### config.mk
export PLATFORM = sky130hd
export DESIGN_NAME = uart_tx_ctrl_flat
export DESIGN_NICKNAME = d
export VERILOG_FILES = /design/src/rtl/uart_pkg.sv /design/src/rtl/uart_tx_ctrl_if.sv /design/src/rtl/sync_fifo.sv /design/src/rtl/uart_tx_ctrl.sv /design/src/flat_wrapper.sv
export SDC_FILE = /design/constraint.sdc
export NUM_CORES = 1
export LEC_CHECK = 0
export CORE_ASPECT_RATIO = 2
export CORE_MARGIN = 4
export CORE_UTILIZATION = 50
export DETAILED_ROUTE_END_ITERATION = 7
export PLACE_DENSITY = 0.76
export SLEW_MARGIN = 20
export SYNTH_ARGS = -nofsm -noshare
export SYNTH_HDL_FRONTEND = slang
export SYNTH_SLANG_ARGS = --single-unit
### constraint.sdc
create_clock -name clk -period 5.6 [get_ports clk]
set_input_delay 0.84 -clock clk [delete_from_list [all_inputs] [get_ports clk]]
set_output_delay 0.84 -clock clk [all_outputs]
set_load 0.01 [all_outputs]
### src/rtl/uart_pkg.sv
// Shared types and constants for the buffered UART transmitter.
// UART_TX_PARITY_EN adds the PARITY state (8E1 framing).
package uart_pkg;

    localparam int   UART_DATA_BITS = 8;
    localparam logic UART_IDLE_LVL  = 1'b1;
    localparam logic UART_START_LVL = 1'b0;
    localparam logic UART_STOP_LVL  = 1'b1;

    typedef enum logic [2:0] {
        ST_IDLE,
        ST_START,
        ST_DATA,
`ifdef UART_TX_PARITY_EN
        ST_PARITY,
`endif
        ST_STOP
    } uart_tx_state_e;

endpackage

### src/rtl/uart_tx_ctrl_if.sv
// Byte write handshake between the MMIO write path and the UART TX.
interface uart_tx_ctrl_if;
    import uart_pkg::*;

    logic                      wr_valid;
    logic [UART_DATA_BITS-1:0] wr_data;
    logic                      wr_ready;

    modport master (
        output wr_valid,
        output wr_data,
        input  wr_ready
    );

    modport slave (
        input  wr_valid,
        input  wr_data,
        output wr_ready
    );

endinterface

### src/rtl/sync_fifo.sv
// Single-clock FIFO with synchronous active-high reset.
module sync_fifo #(
    parameter  int WIDTH = 8,
    parameter  int DEPTH = 8,
    localparam int AW    = $clog2(DEPTH),
    localparam int CW    = $clog2(DEPTH + 1)
) (
    input  logic             clk,
    input  logic             rst,
    input  logic             push,
    input  logic             pop,
    input  logic [WIDTH-1:0] din,
    output logic [WIDTH-1:0] dout,
    output logic             full,
    output logic             empty,
    output logic [CW-1:0]    count
);

    logic [WIDTH-1:0] mem_q [DEPTH];
    logic [AW-1:0]    wptr_q, wptr_d;
    logic [AW-1:0]    rptr_q, rptr_d;
    logic [CW-1:0]    count_q, count_d;
    logic             do_push, do_pop;

    assign full    = (count_q == CW'(DEPTH));
    assign empty   = (count_q == '0);
    assign count   = count_q;
    assign dout    = mem_q[rptr_q];
    assign do_push = push && !full;
    assign do_pop  = pop && !empty;

    always_comb begin
        wptr_d  = wptr_q;
        rptr_d  = rptr_q;
        count_d = count_q;
        if (do_push) wptr_d = wptr_q + AW'(1);
        if (do_pop)  rptr_d = rptr_q + AW'(1);
        if (do_push && !do_pop) count_d = count_q + CW'(1);
        if (do_pop && !do_push) count_d = count_q - CW'(1);
    end

    always_ff @(posedge clk) begin
        if (rst) begin
            wptr_q  <= '0;
            rptr_q  <= '0;
            count_q <= '0;
        end else begin
            wptr_q  <= wptr_d;
            rptr_q  <= rptr_d;
            count_q <= count_d;
        end
    end

    always_ff @(posedge clk) begin
        if (do_push) mem_q[wptr_q] <= din;
    end

endmodule

### src/rtl/uart_tx_ctrl.sv
// Buffered UART transmitter: FIFO + 8N1 serialiser.
// Define UART_TX_PARITY_EN for even parity (8E1).
module uart_tx_ctrl
    import uart_pkg::*;
#(
    parameter  int CLKS_PER_BIT = 434,
    parameter  int FIFO_DEPTH   = 8,
    localparam int CW           = $clog2(FIFO_DEPTH + 1),
    localparam int BW           = $clog2(CLKS_PER_BIT)
) (
    input  logic                clk,
    input  logic                rst,
    uart_tx_ctrl_if.slave       wr,
    output logic                tx,
    output logic                busy,
    output logic [CW-1:0]       fifo_count
);

    localparam int DW = UART_DATA_BITS;

    uart_tx_state_e state_q, state_d;
    logic [BW-1:0]  baud_q, baud_d;
    logic [2:0]     bit_q, bit_d;
    logic [DW-1:0]  shift_q, shift_d;
    logic           tx_q, tx_d;
    logic           baud_last;
    logic           load;
    logic           fifo_pop, fifo_push;
    logic           fifo_full, fifo_empty;
    logic [DW-1:0]  fifo_dout;
`ifdef UART_TX_PARITY_EN
    logic           par_q, par_d;
`endif

    // ready depends only on the registered count, never on a same-cycle pop
    assign wr.wr_ready = !fifo_full;
    assign fifo_push   = wr.wr_valid && !fifo_full;
    assign baud_last   = (baud_q == BW'(CLKS_PER_BIT - 1));
    assign busy        = (state_q != ST_IDLE) || !fifo_empty;
    assign tx          = tx_q;

    sync_fifo #(
        .WIDTH (DW),
        .DEPTH (FIFO_DEPTH)
    ) u_fifo (
        .clk   (clk),
        .rst   (rst),
        .push  (fifo_push),
        .pop   (fifo_pop),
        .din   (wr.wr_data),
        .dout  (fifo_dout),
        .full  (fifo_full),
        .empty (fifo_empty),
        .count (fifo_count)
    );

    always_comb begin
        state_d  = state_q;
        baud_d   = baud_q + BW'(1);
        bit_d    = bit_q;
        shift_d  = shift_q;
        load     = 1'b0;
        fifo_pop = 1'b0;
`ifdef UART_TX_PARITY_EN
        par_d    = par_q;
`endif
        unique case (state_q)
            ST_IDLE: begin
                baud_d = '0;
                load   = !fifo_empty;
            end
            ST_START: begin
                if (baud_last) begin
                    state_d = ST_DATA;
                    baud_d  = '0;
                end
            end
            ST_DATA: begin
                if (baud_last) begin
                    baud_d  = '0;
                    shift_d = shift_q >> 1;
                    bit_d   = bit_q + 3'd1;
                    if (bit_q == 3'd7) begin
`ifdef UART_TX_PARITY_EN
                        state_d = ST_PARITY;
`else
                        state_d = ST_STOP;
`endif
                    end
                end
            end
`ifdef UART_TX_PARITY_EN
            ST_PARITY: begin
                if (baud_last) begin
                    state_d = ST_STOP;
                    baud_d  = '0;
                end
            end
`endif
            ST_STOP: begin
                if (baud_last) begin
                    baud_d  = '0;
                    state_d = ST_IDLE;
                    load    = !fifo_empty;
                end
            end
            default: begin
                state_d = ST_IDLE;
                baud_d  = '0;
            end
        endcase
        if (load) begin
            fifo_pop = 1'b1;
            shift_d  = fifo_dout;
            state_d  = ST_START;
            baud_d   = '0;
`ifdef UART_TX_PARITY_EN
            par_d    = ^fifo_dout;
`endif
        end
    end

    // line level follows the state one cycle later through the tx register
    always_comb begin
        tx_d = UART_IDLE_LVL;
        unique case (state_q)
            ST_IDLE:   tx_d = UART_IDLE_LVL;
            ST_START:  tx_d = UART_START_LVL;
            ST_DATA:   tx_d = shift_q[0];
`ifdef UART_TX_PARITY_EN
            ST_PARITY: tx_d = par_q;
`endif
            ST_STOP:   tx_d = UART_STOP_LVL;
            default:   tx_d = UART_IDLE_LVL;
        endcase
    end

    always_ff @(posedge clk) begin
        if (rst) begin
            state_q <= ST_IDLE;
            baud_q  <= '0;
            bit_q   <= '0;
            shift_q <= '0;
            tx_q    <= UART_IDLE_LVL;
`ifdef UART_TX_PARITY_EN
            par_q   <= 1'b0;
`endif
        end else begin
            state_q <= state_d;
            baud_q  <= baud_d;
            bit_q   <= bit_d;
            shift_q <= shift_d;
            tx_q    <= tx_d;
`ifdef UART_TX_PARITY_EN
            par_q   <= par_d;
`endif
        end
    end

endmodule

### src/flat_wrapper.sv
// flat-port wrapper written by rule: the top's interface ports become plain ports
module uart_tx_ctrl_flat import uart_pkg::*;
#(
    parameter  int CLKS_PER_BIT = 434,
    parameter  int FIFO_DEPTH   = 8,
    localparam int CW           = $clog2(FIFO_DEPTH + 1),
    localparam int BW           = $clog2(CLKS_PER_BIT)
)
  (clk, rst, tx, busy, fifo_count, wr_wr_valid, wr_wr_data, wr_wr_ready);
  uart_tx_ctrl_if wr_i ();
  input  logic clk;
  input  logic rst;
  output logic tx;
  output logic busy;
  output logic [CW-1:0] fifo_count;
  input wire logic [$bits(wr_i.wr_valid)-1:0] wr_wr_valid;
  input wire logic [$bits(wr_i.wr_data)-1:0] wr_wr_data;
  output wire logic [$bits(wr_i.wr_ready)-1:0] wr_wr_ready;
  assign wr_i.wr_valid = wr_wr_valid;
  assign wr_i.wr_data = wr_wr_data;
  assign wr_wr_ready = wr_i.wr_ready;
  uart_tx_ctrl #(.CLKS_PER_BIT(CLKS_PER_BIT), .FIFO_DEPTH(FIFO_DEPTH)) u_core (.clk(clk), .rst(rst), .wr(wr_i), .tx(tx), .busy(busy), .fifo_count(fifo_count));
endmodule
==> results.md, run 1 <==
* Outcome: finished clean
* ANT nets after route at 0
* Largest net degree at the start of global routing at 20
* Die area at 0.01001 mm^2
* Largest stage delay on the critical path at 780 ps
* Via count at 2373
* Util after Layout at 0.5746
* IO Count at 18
* Worst slew pin tran at 854.4 ps
* Clk pin slew, worst setup/hold paths at 70 ps
* CP max FO at 9
* Final instance area at 0.004731 mm^2
* Cell Area, Synth at 0.004197 mm^2
* Postcts setup bufs at 0
* Post-synth EDFFs at 64
* Worst Hold Class: reg -> reg
* Row cnt at 47
* Die height at 137.6 um
* Yosys reg bits at 100
* Clock sinks at 100
* Slowest stage cell, crit path: or4b_2
* Max-cap violation count at 0
* Fin nets at 334
* RSZ-0062 raised after global routing: false
* First DRT Iteration DRCs at 126
* Port Buffers at 17
* WP data required at 4760 ps
* Setup-failing EPs final at 0
* Syn. warnings at 0
* Max VDD drop at 0.0002493 V
* CP Launch Type: flip-flop
* Area of the core at 0.008233 mm^2
* Area post-placement at 0.004433 mm^2
* Leakage at 1.631 nW
* Area Overhead vs Synth at 12.73%
* Fillers at 681
* Clock skew at 8.440 ps
* Fin. Hold Viols at 0
* Synthesized Nets at 317
* Mean Syn Cell Area at 14.42 um^2
* Total grt overflow at 0
* Synth Instances at 291
* CP Class: reg -> out
* Post-CTS Hold Buffers at 0
* Commonest cells after routing, fill and taps aside: edfxtp_1, dfxtp_1, nor2_1, mux2i_1, clkdlybuf4s50_1
* Post-CTS Resized at 0
* 1st-pass router iterations at 4
* Hold_ws at 490.9 ps
* Ant diodes at 0
* Unique masters post-synth at 47
* HPWL after detailed placement at 5358 um
* Worst EP arrival at 2040 ps
* Seq/Total Area, Yosys at 0.6297
* Initial cell density of the core at 0.5097
* Rel. slew slack at 0.4283
* Total GRT Usage at 0.1642
* Crit-path cells: or4b_2, clkdlybuf4s50_1
* CP endpoint kind: primary output
* Total negative slack at 0 ps
* R2R Setup Slk at 2730 ps
* Worst skew pair latency at 340 ps
* CTS tree: built
* Vias per inst at 5.774
* PD cells at 435.7 mW/mm^2
* Initial antenna violation count at 0
* Final min period at 2875 ps
* Fmax achieved at 347.8 MHz
* Total Wirelength at 7352 um
* CTS Root Cell: clkbuf_16
* Final Power at 0.002061 W
* Vias in the first global route at 2519
* Die width at 72.78 um
* Crit share post-route at 0.5135
* Maximum root-to-sink buffer count at 2
* Ys async rst share at 0
* Max Transition Viols Final at 0
* Top_reg_cell synth: edfxtp_1
* First-pass GRT wire length at 12210 um
* H-tree depth at 3
* Layout cells sized above 1 at 0.1438
* DRC viols at 0
* Commonest non-fill, non-tap cell in the layout: edfxtp_1
* Wire per inst at 17.89 um
* Gpl congestion at 0.7908
* CTS buffer count at 9
-- critical path: cells and delay by family (launching register included) --
| kind | cells | cell delay, ps |
|---|---|---|
| simple gates | 1 | 780 |
| buf+inv | 1 | 520 |
| flops | 1 | 400 |
-- Yosys cell counts (4+ instances only) --
cell type / n / area share
nor3_1: 7 / 0.0083
xor2_1: 6 / 0.013
nand2_1: 10 / 0.0089
edfxtp_1: 64 / 0.46
nand3_1: 9 / 0.011
o22ai_1: 7 / 0.010
dfxtp_1: 36 / 0.17
o21ai_0: 4 / 0.0048
mux4_2: 16 / 0.086
ha_1: 15 / 0.045
a21oi_1: 8 / 0.0095
nor2_1: 26 / 0.023
clkbuf_1: 6 / 0.0054
inv_1: 9 / 0.0080
mux2i_1: 18 / 0.043
nand2b_1: 5 / 0.0075
xnor2_1: 6 / 0.013
-- per-stage QoR --
stage / setup WS [ps] / instances
finish: 2725 / 411
global route: 2473 / 411
CTS: 2713 / 411
detailed placement: 2464 / 395
global placement: 2564 / 395
floorplan: 2977 / 291
-- where the power goes --
group / switching [W] / internal [W]
Clock: 0.000282 / 0.000312
Combinational: 0.000225 / 0.000273
Sequential: 0.000104 / 0.000864
Total: 0.000611 / 0.00145
-- sequential cells by signal, summed over array words and instances, names as in the netlist, named ones only --
signal,cells
u_core.u_fifo.mem_q,64
u_core.u_fifo.count,4
u_core.tx,1
u_core.u_fifo.rptr_q,3
u_core.bit_q,3
u_core.u_fifo.wptr_q,3
u_core.shift_q,8
u_core.baud_q,9
u_core.state_q,2
-- area by class of cell --
| cell class | instances | area, um^2 | share of cell area |
|---|---|---|---|
| inverter | 9 | 33.78 | 0.007141 |
| multi-input combinational | 170 | 1461 | 0.3089 |
| tap | 98 | 122.6 | 0.02592 |
| clock inverter | 7 | 66.31 | 0.01402 |
| sequential | 100 | 2644 | 0.5588 |
| timing repair buffer | 18 | 177.7 | 0.03756 |
| clock buffer | 9 | 225.2 | 0.04761 |
-- cells by family after synthesis --
kind of cell / synth area share
compound gates: 0.04950
xor+xnor: 0.02504
fa+ha+maj: 0.04472
buf+inv: 0.02325
flops: 0.6297
mux: 0.1342
simple gates: 0.09362
-- worst paths after layout --
path                                                           from                                  end  depth (start not counted)
worst min register to register       u_core.shift_q[0]$_SDFFE_PP0P_                 u_core.tx$_SDFF_PP1_                          2
worst max-delay path            u_core.u_fifo.count[0]$_SDFFE_PP0P_                          wr_wr_ready                          2
worst min-delay path                 u_core.shift_q[0]$_SDFFE_PP0P_                 u_core.tx$_SDFF_PP1_                          2
worst max register to register       u_core.state_q[0]$_SDFFE_PP0P_  u_core.u_fifo.count[2]$_SDFFE_PP0P_                         12
-- per-layer routing --
| layer | GRT usage | wire [um] | up-vias | part of all wire |
|---|---|---|---|---|
| li1 | - | - | 1129 | - |
| met1 | 0.1705 | 2661 | 1181 | 0.36 |
| met2 | 0.3038 | 4286 | 42 | 0.58 |
| met3 | 0.02703 | 188 | 21 | 0.026 |
| met4 | 0.08932 | 214 | 0 | 0.029 |
| met5 | 0 | 0 | - | 0 |
Note: power is estimated with default switching activity, not from simulation.
==> run 2, diff against run 1 <==
==> constraint.sdc (replaced) <==
create_clock -name clk -period 2.9 [get_ports clk]
set_input_delay 0.435 -clock clk [delete_from_list [all_inputs] [get_ports clk]]
set_output_delay 0.435 -clock clk [all_outputs]
set_load 0.01 [all_outputs]
==> run 2 against run 1 <==
Clock skew shrank 0.75 ps. Sequential power grew 87%. Sequential share of layout area shrank 1.2 points. Register-to-register slack lost 2500 ps. Utilization grew 1.3 points. Clock-buffer cell count is the same. Clock power grew 97%. Final cell count grew 2.4%. Critical path depth grew 8. Flip-flop and latch count is the same. Critical path type is now reg -> reg. First-iteration DRC count grew 61%.
==> results.md, run 2 (synthesized netlist as in run 1, its figures left out) <==
* Outcome: finished clean (unchanged)
* CP max FO at 9 (unchanged)
* Highest metal used: met4 (unchanged)
* HPWL after detailed placement at 5648 um (was 5358 um)
* Clock skew at 7.693 ps (was 8.440 ps)
* Met3 WL at 231 um (was 188 um)
* CP endpoint kind: flip-flop (was primary output)
* Port Buffers at 17 (unchanged)
* CTS Root Cell: clkbuf_16 (unchanged)
* Gpl congestion at 0.8502 (was 0.7908)
* CP Launch Type: flip-flop (unchanged)
* Worst skew pair latency at 340 ps (about the same)
* ANT nets after route at 0 (unchanged)
* Initial cell density of the core at 0.5097 (unchanged)
* Max VDD drop at 0.0006374 V (was 0.0002493 V)
* RSZ-0062 raised after global routing: false (unchanged)
* Max Transition Viols Final at 0 (unchanged)
* Metal-1 WL at 2789 um (was 2661 um)
* Fillers at 667 (was 681)
* Clk pin slew, worst setup/hold paths at 70 ps (about the same)
* DRC viols at 0 (unchanged)
* CP Class: reg -> reg (was reg -> out)
* Final Power at 0.004080 W (was 0.002061 W)
* Vias per inst at 5.743 (was 5.774)
* Total grt overflow at 0 (unchanged)
* 1st-pass router iterations at 4 (unchanged)
* Largest net degree at the start of global routing at 21 (was 20)
* Crit-path cells: or4_4, nand4_1, nand2_1, ha_1, xor2_1, ha_1, a21oi_1, xor2_1, or3_1, a21oi_1 (was or4b_2, clkdlybuf4s50_1)
* First DRT Iteration DRCs at 203 (was 126)
* Reg power frac at 0.443 (was 0.470)
* Wire per inst at 18.82 um (was 17.89 um)
* Area post-placement at 0.004501 mm^2 (was 0.004433 mm^2)
* Worst slew pin tran at 793.4 ps (was 854.4 ps)
* Clk network pwr share at 0.288 (about the same)
* WP data required at 3170 ps (was 4760 ps)
* Layout cells sized above 1 at 0.1827 (was 0.1438)
* Met2 Routed Length at 4658 um (was 4286 um)
* Final instance area at 0.004835 mm^2 (was 0.004731 mm^2)
* Clock sinks at 100 (unchanged)
* Via count at 2418 (was 2373)
* Sw Ratio at 0.3032 (was 0.2966)
* Total Wirelength at 7923 um (was 7352 um)
* Combinational share of power at 0.270 (was 0.242)
* Fin. Hold Viols at 0 (unchanged)
* Initial antenna violation count at 0 (unchanged)
* P_int at 0.002843 W (was 0.001450 W)
* P_sw at 0.001237 W (was 0.0006114 W)
* Final min period at 2650 ps
* Worst path bufs/invs at 0 (was 1)
* Die width at 72.78 um (unchanged)
* Largest register FFs at 64 (unchanged)
* Worst Hold Class: reg -> reg (unchanged)
* Maximum root-to-sink buffer count at 2 (unchanged)
* Placed insts at 404 (was 395)
* Fmax achieved at 377.4 MHz
* Max-cap violation count at 0 (unchanged)
* H-tree depth at 3 (unchanged)
* Die height at 137.6 um (unchanged)
* Total GRT Usage at 0.1779 (was 0.1642)
* Fin nets at 344 (was 334)
* Area of the core at 0.008233 mm^2 (unchanged)
* Top delay family on crit path: simple AND/OR/NAND/NOR gates (unchanged)
* Regs by FF count: u_core.u_fifo.mem_q: 64 flops, u_core.baud_q: 9 flops, u_core.shift_q: 8 flops (unchanged)
* Area Overhead vs Synth at 15.21% (was 12.73%)
* Largest stage delay on the critical path at 590 ps (was 780 ps)
* Leakage at 1.691 nW (was 1.631 nW)
* Commonest cells after routing, fill and taps aside: edfxtp_1, dfxtp_1, nor2_1, mux2i_1, clkdlybuf4s50_1 (unchanged)
* Row cnt at 47 (unchanged)
* Crit share post-route at 0.9137
* Reg with most FFs: u_core.u_fifo.mem_q (unchanged)
* CTS buffer count at 9 (unchanged)
* Total negative slack at 0 ps (unchanged)
* Rel. slew slack at 0.4704 (was 0.4283)
* Setup-failing EPs final at 0 (unchanged)
* Worst EP arrival at 2920 ps (was 2040 ps)
* Die area at 0.01001 mm^2 (unchanged)
* Ant diodes at 0 (unchanged)
* CTS tree: built (unchanged)
* First-pass GRT wire length at 12980 um (was 12210 um)
* Commonest non-fill, non-tap cell in the layout: edfxtp_1 (unchanged)
* IO Count at 18 (unchanged)
* Slowest stage cell, crit path: or4_4 (was or4b_2)
* Vias in the first global route at 2504 (was 2519)
* PD cells at 844.0 mW/mm^2 (was 435.7 mW/mm^2)
* Non-Filler Instances at 421 (was 411)
-- run 2: cell types whose count changed in the layout (fill, tap and decap cells not counted), moves of 2 or more --
cell / change
nand2_2: +2
inv_6: +2
clkinv_4: -2
nand2_1: -2
buf_4: +10
-- run 2: layout make-up --
cell class | count | area [um^2] | share of cell area
Inverter | 9 | 33.78 | 0.006988
Clock inverter | 7 | 75.07 | 0.01553
Sequential cell | 100 | 2645 | 0.5471
Multi-Input combinational cell | 170 | 1480 | 0.3062
Timing Repair Buffer | 28 | 252.7 | 0.05228
Clock buffer | 9 | 225.2 | 0.04658
Tap cell | 98 | 122.6 | 0.02536
-- run 2: repair_timing --
action,in CTS,in global routing
hold buffers,0,0
setup endpoints to repair,0,1
setup buffers,0,1
resized for setup,0,7
-- run 2: worst reg2reg max path: stages (launching register included) --
cell and delay (ps):
dfxtp_1 400, or4_4 590, nand4_1 150, nand2_1 120, ha_1 260, xor2_1 170, ha_1 200, a21oi_1 150
xor2_1 90, or3_1 310, a21oi_1 150
-- run 2: path summary, 6_finish.rpt --
| kind | start | end | slack (ps) | cells after the start |
|---|---|---|---|---|
| setup / recovery | u_core.u_fifo.count[0]$_SDFFE_PP0P_ | u_core.u_fifo.count[2]$_SDFFE_PP0P_ | 250 | 10 |
| hold / removal | u_core.shift_q[0]$_SDFFE_PP0P_ | u_core.tx$_SDFF_PP1_ | 500 | 2 |
| setup reg to reg | u_core.u_fifo.count[0]$_SDFFE_PP0P_ | u_core.u_fifo.count[2]$_SDFFE_PP0P_ | 250 | 10 |
| hold reg to reg | u_core.shift_q[0]$_SDFFE_PP0P_ | u_core.tx$_SDFF_PP1_ | 500 | 2 |
-- run 2: per-layer routing --
layer	vias up	GRT usage
met5	-	0
met3	19	0.04602
met2	41	0.3315
met1	1208	0.1796
met4	0	0.07906
li1	1150	-
-- run 2: power by group through the flow --
stage | sequential (W) | combinational, W | clock, W
floorplan | 0.00177 | 0.000822 | 0
global placement | 0.00182 | 0.00104 | 0
detailed placement | 0.00184 | 0.00108 | 0
CTS | 0.00180 | 0.00109 | 0.00120
global route | 0.00183 | 0.00121 | 0.00126
finish | 0.00181 | 0.00110 | 0.00117
-- run 2: metrics by stage --
step / util / hold WS, ps / worst slack (ps)
finish: 0.5872 / 496.7 / 250.1
global route: 0.5872 / 515.8 / 37.05
CTS: 0.5831 / 494.5 / 80.93
detailed placement: 0.5467 / 471.9 / 153.3
global placement: 0.5467 / 458.7 / 315.8
floorplan: - / 444.2 / 277.1
==> edit 1: new RTL, config.mk and constraints of run 2 <==
`FIFO_DEPTH` is set to 8 in 2 places; all go to 16.
--- a/src/rtl/uart_tx_ctrl.sv
+++ b/src/rtl/uart_tx_ctrl.sv
@@ -5,5 +5,5 @@
 #(
     parameter  int CLKS_PER_BIT = 434,
-    parameter  int FIFO_DEPTH   = 8,
+    parameter  int FIFO_DEPTH   = 16,
     localparam int CW           = $clog2(FIFO_DEPTH + 1),
     localparam int BW           = $clog2(CLKS_PER_BIT)
--- a/src/flat_wrapper.sv
+++ b/src/flat_wrapper.sv
@@ -3,5 +3,5 @@
 #(
     parameter  int CLKS_PER_BIT = 434,
-    parameter  int FIFO_DEPTH   = 8,
+    parameter  int FIFO_DEPTH   = 16,
     localparam int CW           = $clog2(FIFO_DEPTH + 1),
     localparam int BW           = $clog2(CLKS_PER_BIT)
Interface: changed (resized fifo_count); port bits go from 18 to 19. The function was not compared with the original's and may differ.
==> edit 1 against run 2 <==
- synthesized area increased by 67%
- wire length increased by 68%
- sequential cell count increased by 68
- synthesized cell count increased by 55%
- setup slack got worse by 0.071 ns
- power increased by 63%
- clock skew increased by 0.0070 ns
- final cell count increased by 63%
- hold slack got worse by 0.026 ns
- combinational power increased by 41%
- final area increased by 68%
- sequential share of layout area increased by 2.6 points
- critical path type unchanged
- highest routed layer unchanged
==> edit 1: results (changes against run 2) <==
metric;value;unit;change
grt_max_degree;32;;+52%
status;finished, final reports clean;;
insertion_delay;0.42;ns;+0.08 ns
critPathSlowestCell;or4_1;;
period_share;0.938;;+0.0244
critPathMaxStageDelay;0.53;ns;-0.06 ns
switching_power;1.96;mW;+59%
syn-mean-instance-area;15.5;µm²;+7.3%
ys_seq_area_frac;0.664;;+0.0341
critPathMaxFanout;6;;-3
crit_arrival;3.02;ns;+0.10 ns
cts_buffers;17;;+8
fin_skew;0.0146;ns;+0.00695 ns
ff2ff_setup_slack;0.18;ns;-0.07 ns
start_util;0.515;;+0.00519
relSlewSlack;0.549;;+0.0783
startpoint;u_core.state_q[1];;
layout.nets;516;;+50%
dp_cells;655;;+62%
place_area;7500;µm²;+67%
yosys-top-cells-count;128 x edfxtp_1, 57 x nor2_1, 40 x dfxtp_1;;
drive_above_1_share;0.216;;+0.0329
grt_pass1_wl;21300;µm;+64%
viasPerCell;5.66;;-1.5%
grt_pass1_vias;4008;;+60%
wl_met1;4700;µm;+68%
leakage;2.70;nW;+60%
ir_drop;0.389;mV;-39%
synth_compound_area_frac;0.0336;;-0.0159
grt_use_total;0.175;;-0.00256
vias;3886;;+61%
wl_met2;8020;µm;+72%
synthTopCellsByArea;edfxtp_1 55%, mux4_2 13%, dfxtp_1 11%, nor2_1 3.1%, ha_1 3.0%;;
io_buffers;18;;+1
cts-htree-levels;4;;+1
synth_edf_count;128;;+100%
dp_hpwl;9230;µm;+63%
whs;0.471;ns;-0.0255 ns
## edit 1: cell families after synthesis
family / count (synthesis)
and+or+nand+nor: 135
DFF: 168
buffers and inverters: 37
muxes: 47
xor gates and xnor gates: 16
AOI/OAI and AO/OA: 32
adders and majority gates: 17
## edit 1: tightest hold or removal path, stage by stage (launching register included)
cell and delay (ns):
dfxtp_1 0.32, nand2_1 0.05, a21oi_1 0.05
## edit 1: timing repair
item | CTS | global route
buffers inserted | 0 | 0
resized for setup | 0 | 3
setup endpoints to repair | 0 | 2
hold buffers | 0 | 0
## edit 1: layout make-up
cell class | count | area (µm²)
Clock inverter | 15 | 170
Tap cell | 186 | 233
Timing Repair Buffer | 42 | 385
Fill cell | 1003 | 5480
Sequential cell | 168 | 4650
Clock buffer | 17 | 425
Inverter | 12 | 45.0
Multi-Input combinational cell | 247 | 2200
## edit 1: power by group through the flow
stage	sequential, mW	clock [mW]	combinational (mW)
final	2.89	2.20	1.55
after detailed placement	2.94	0	1.54
after floorplan	2.87	0	1.16
after CTS	2.89	2.24	1.56
after global routing	2.91	2.34	1.69
after global placement	2.93	0	1.49
## edit 1: worst min-delay path by stage
stage | end | cells past startpoint | startpoint
floorplan | u_core.bit_q[1] | 2 | u_core.bit_q[1]
global placement | u_core.bit_q[2] | 2 | u_core.bit_q[2]
detailed placement | u_core.bit_q[1] | 2 | u_core.bit_q[1]
CTS | u_core.bit_q[1] | 2 | u_core.bit_q[1]
global route | u_core.bit_q[2] | 2 | u_core.bit_q[2]
finish | u_core.bit_q[1] | 2 | u_core.bit_q[1]
## edit 1: per-layer routing
layer,GRT usage,vias up
met2,0.343,89
met5,0,-
met1,0.179,1988
met3,0.0381,15
met4,0.0586,0
li1,-,1794
==> edit 2: new RTL, flow settings as in run 2 <==
Without the edit above. The 4 states of `uart_tx_state_e` get a Gray code encoding in 2 bits.
--- a/src/rtl/uart_pkg.sv
+++ b/src/rtl/uart_pkg.sv
@@ -8,12 +8,12 @@
     localparam logic UART_STOP_LVL  = 1'b1;
 
-    typedef enum logic [2:0] {
-        ST_IDLE,
-        ST_START,
-        ST_DATA,
+    typedef enum logic [1:0] {
+        ST_IDLE  = 2'b00,
+        ST_START = 2'b01,
+        ST_DATA  = 2'b11,
 `ifdef UART_TX_PARITY_EN
         ST_PARITY,
 `endif
-        ST_STOP
+        ST_STOP  = 2'b10
     } uart_tx_state_e;
 
Behaviour: no difference found for any inputs over 10 cycles, from zero or initial values and one cycle with rst high; not proved beyond that.
==> edit 2 against run 2 <==
- setup slack got worse by 0.042 ns
- synthesized area fell by 2.2%
- hold slack got worse by 0.029 ns
- sequential cell count did not move
- critical endpoint unchanged
- wire length fell by 6.5%
- count of clock-buffer cells in the layout did not move
- power fell by 0.25%
- via count fell by 2.9%
- largest cell class unchanged
- final area fell by 2.4%
==> edit 2: results (changes against run 2) <==
metric;value;unit;change
status;finished, final reports clean;;
fillers;630;;-5.5%
n_antenna_cell;0;;unchanged
dp_hpwl;5030;µm;-11%
synthTopCellsByArea;edfxtp_1 47%, dfxtp_1 18%, mux4_1 7.7%, ha_1 2.7%, nor2_1 2.7%;;
r2r_start;u_core.u_fifo.count[1];;
synth_compound_area_frac;0.0674;;+0.0179
place_area;4430;µm²;-1.6%
crit_arrival;2.97;ns;+0.05 ns
grt_pass1_wl;11700;µm;-10%
synth_xor_area_frac;0.0277;;+0.00269
drt-initial-drc-count;131;;-35%
drive_above_1_share;0.153;;-0.0293
yosysUniqueCellTypes;42;;-11%
viasPerCell;5.74;;about the same
r2r_cells;9;;-1
grt_pass1_vias;2334;;-6.8%
worstHoldPathCells;1;;-1
layout.nets;328;;-4.7%
switching_power;1.22;mW;-1.0%
yosys-top-cells-count;64 x edfxtp_1, 36 x dfxtp_1, 29 x nor2_1;;
ff2ff_setup_slack;0.21;ns;-0.04 ns
ys_warn_count;0;;unchanged
ys_seq_area_frac;0.644;;+0.0140
grt_use_total;0.162;;-0.0163
grt_max_degree;27;;+29%
fin_skew;0.00989;ns;+0.00219 ns
synthAdderAreaFrac;0.0274;;-0.0173
worstHoldEndpoint;u_core.tx;;
relSlewSlack;0.525;;+0.0550
combinationalPowerShare;0.269;;about the same
synth_nets;300;;-5.4%
leakage;1.58;nW;-6.7%
place.gp.congestion;0.856;;+0.71%
ir_drop;0.521;mV;-18%
power.clock.fraction;0.281;;-0.007
## edit 2: cell types whose count changed in the layout (fill, tap and decap cells not counted), sizes merged, moves of 7 or more
cell,delta
o21ai,+8
o22ai,-7
a32oi,+7
mux2i,-15
a21oi,+7
## edit 2: layout make-up
| cell class | instances | share of cell area |
|---|---|---|
| Timing Repair Buffer | 31 | 0.0584 |
| Multi-Input combinational cell | 159 | 0.289 |
| Inverter | 7 | 0.00557 |
| Clock inverter | 7 | 0.0138 |
| Sequential cell | 100 | 0.560 |
| Tap cell | 96 | 0.0255 |
| Clock buffer | 9 | 0.0477 |
## edit 2: critical path, stage by stage (launching register included)
cell and delay, ns:
dfxtp_1 0.39, or4b_2 0.74, nand2_2 0.19, ha_1 0.28, xor2_1 0.19, ha_1 0.18
a21oi_1 0.05, xor2_1 0.16, or3_1 0.31, a21oi_1 0.14
## edit 2: layer usage
metal	track usage	share of wire	vias to the layer above
li1	-	-	1136
met1	0.171	0.37	1153
met2	0.297	0.58	47
met3	0.0311	0.029	13
met4	0.0785	0.023	0
met5	0	0	-
## edit 2: stage by stage
stage / std cells / setup WS (ns) / power, mW / utilization / hold slack (ns)
6_report: 409 / 0.209 / 4.07 / 0.594 / 0.468
5_1_grt: 409 / 0.00517 / 4.28 / 0.594 / 0.475
4_1_cts: 409 / 0.228 / 4.10 / 0.594 / 0.472
3_5_place_dp: 393 / 0.261 / 2.94 / 0.557 / 0.452
3_3_place_gp: 393 / 0.339 / 2.90 / 0.557 / 0.453
2_1_floorplan: 280 / 0.233 / 2.59 / - / 0.433
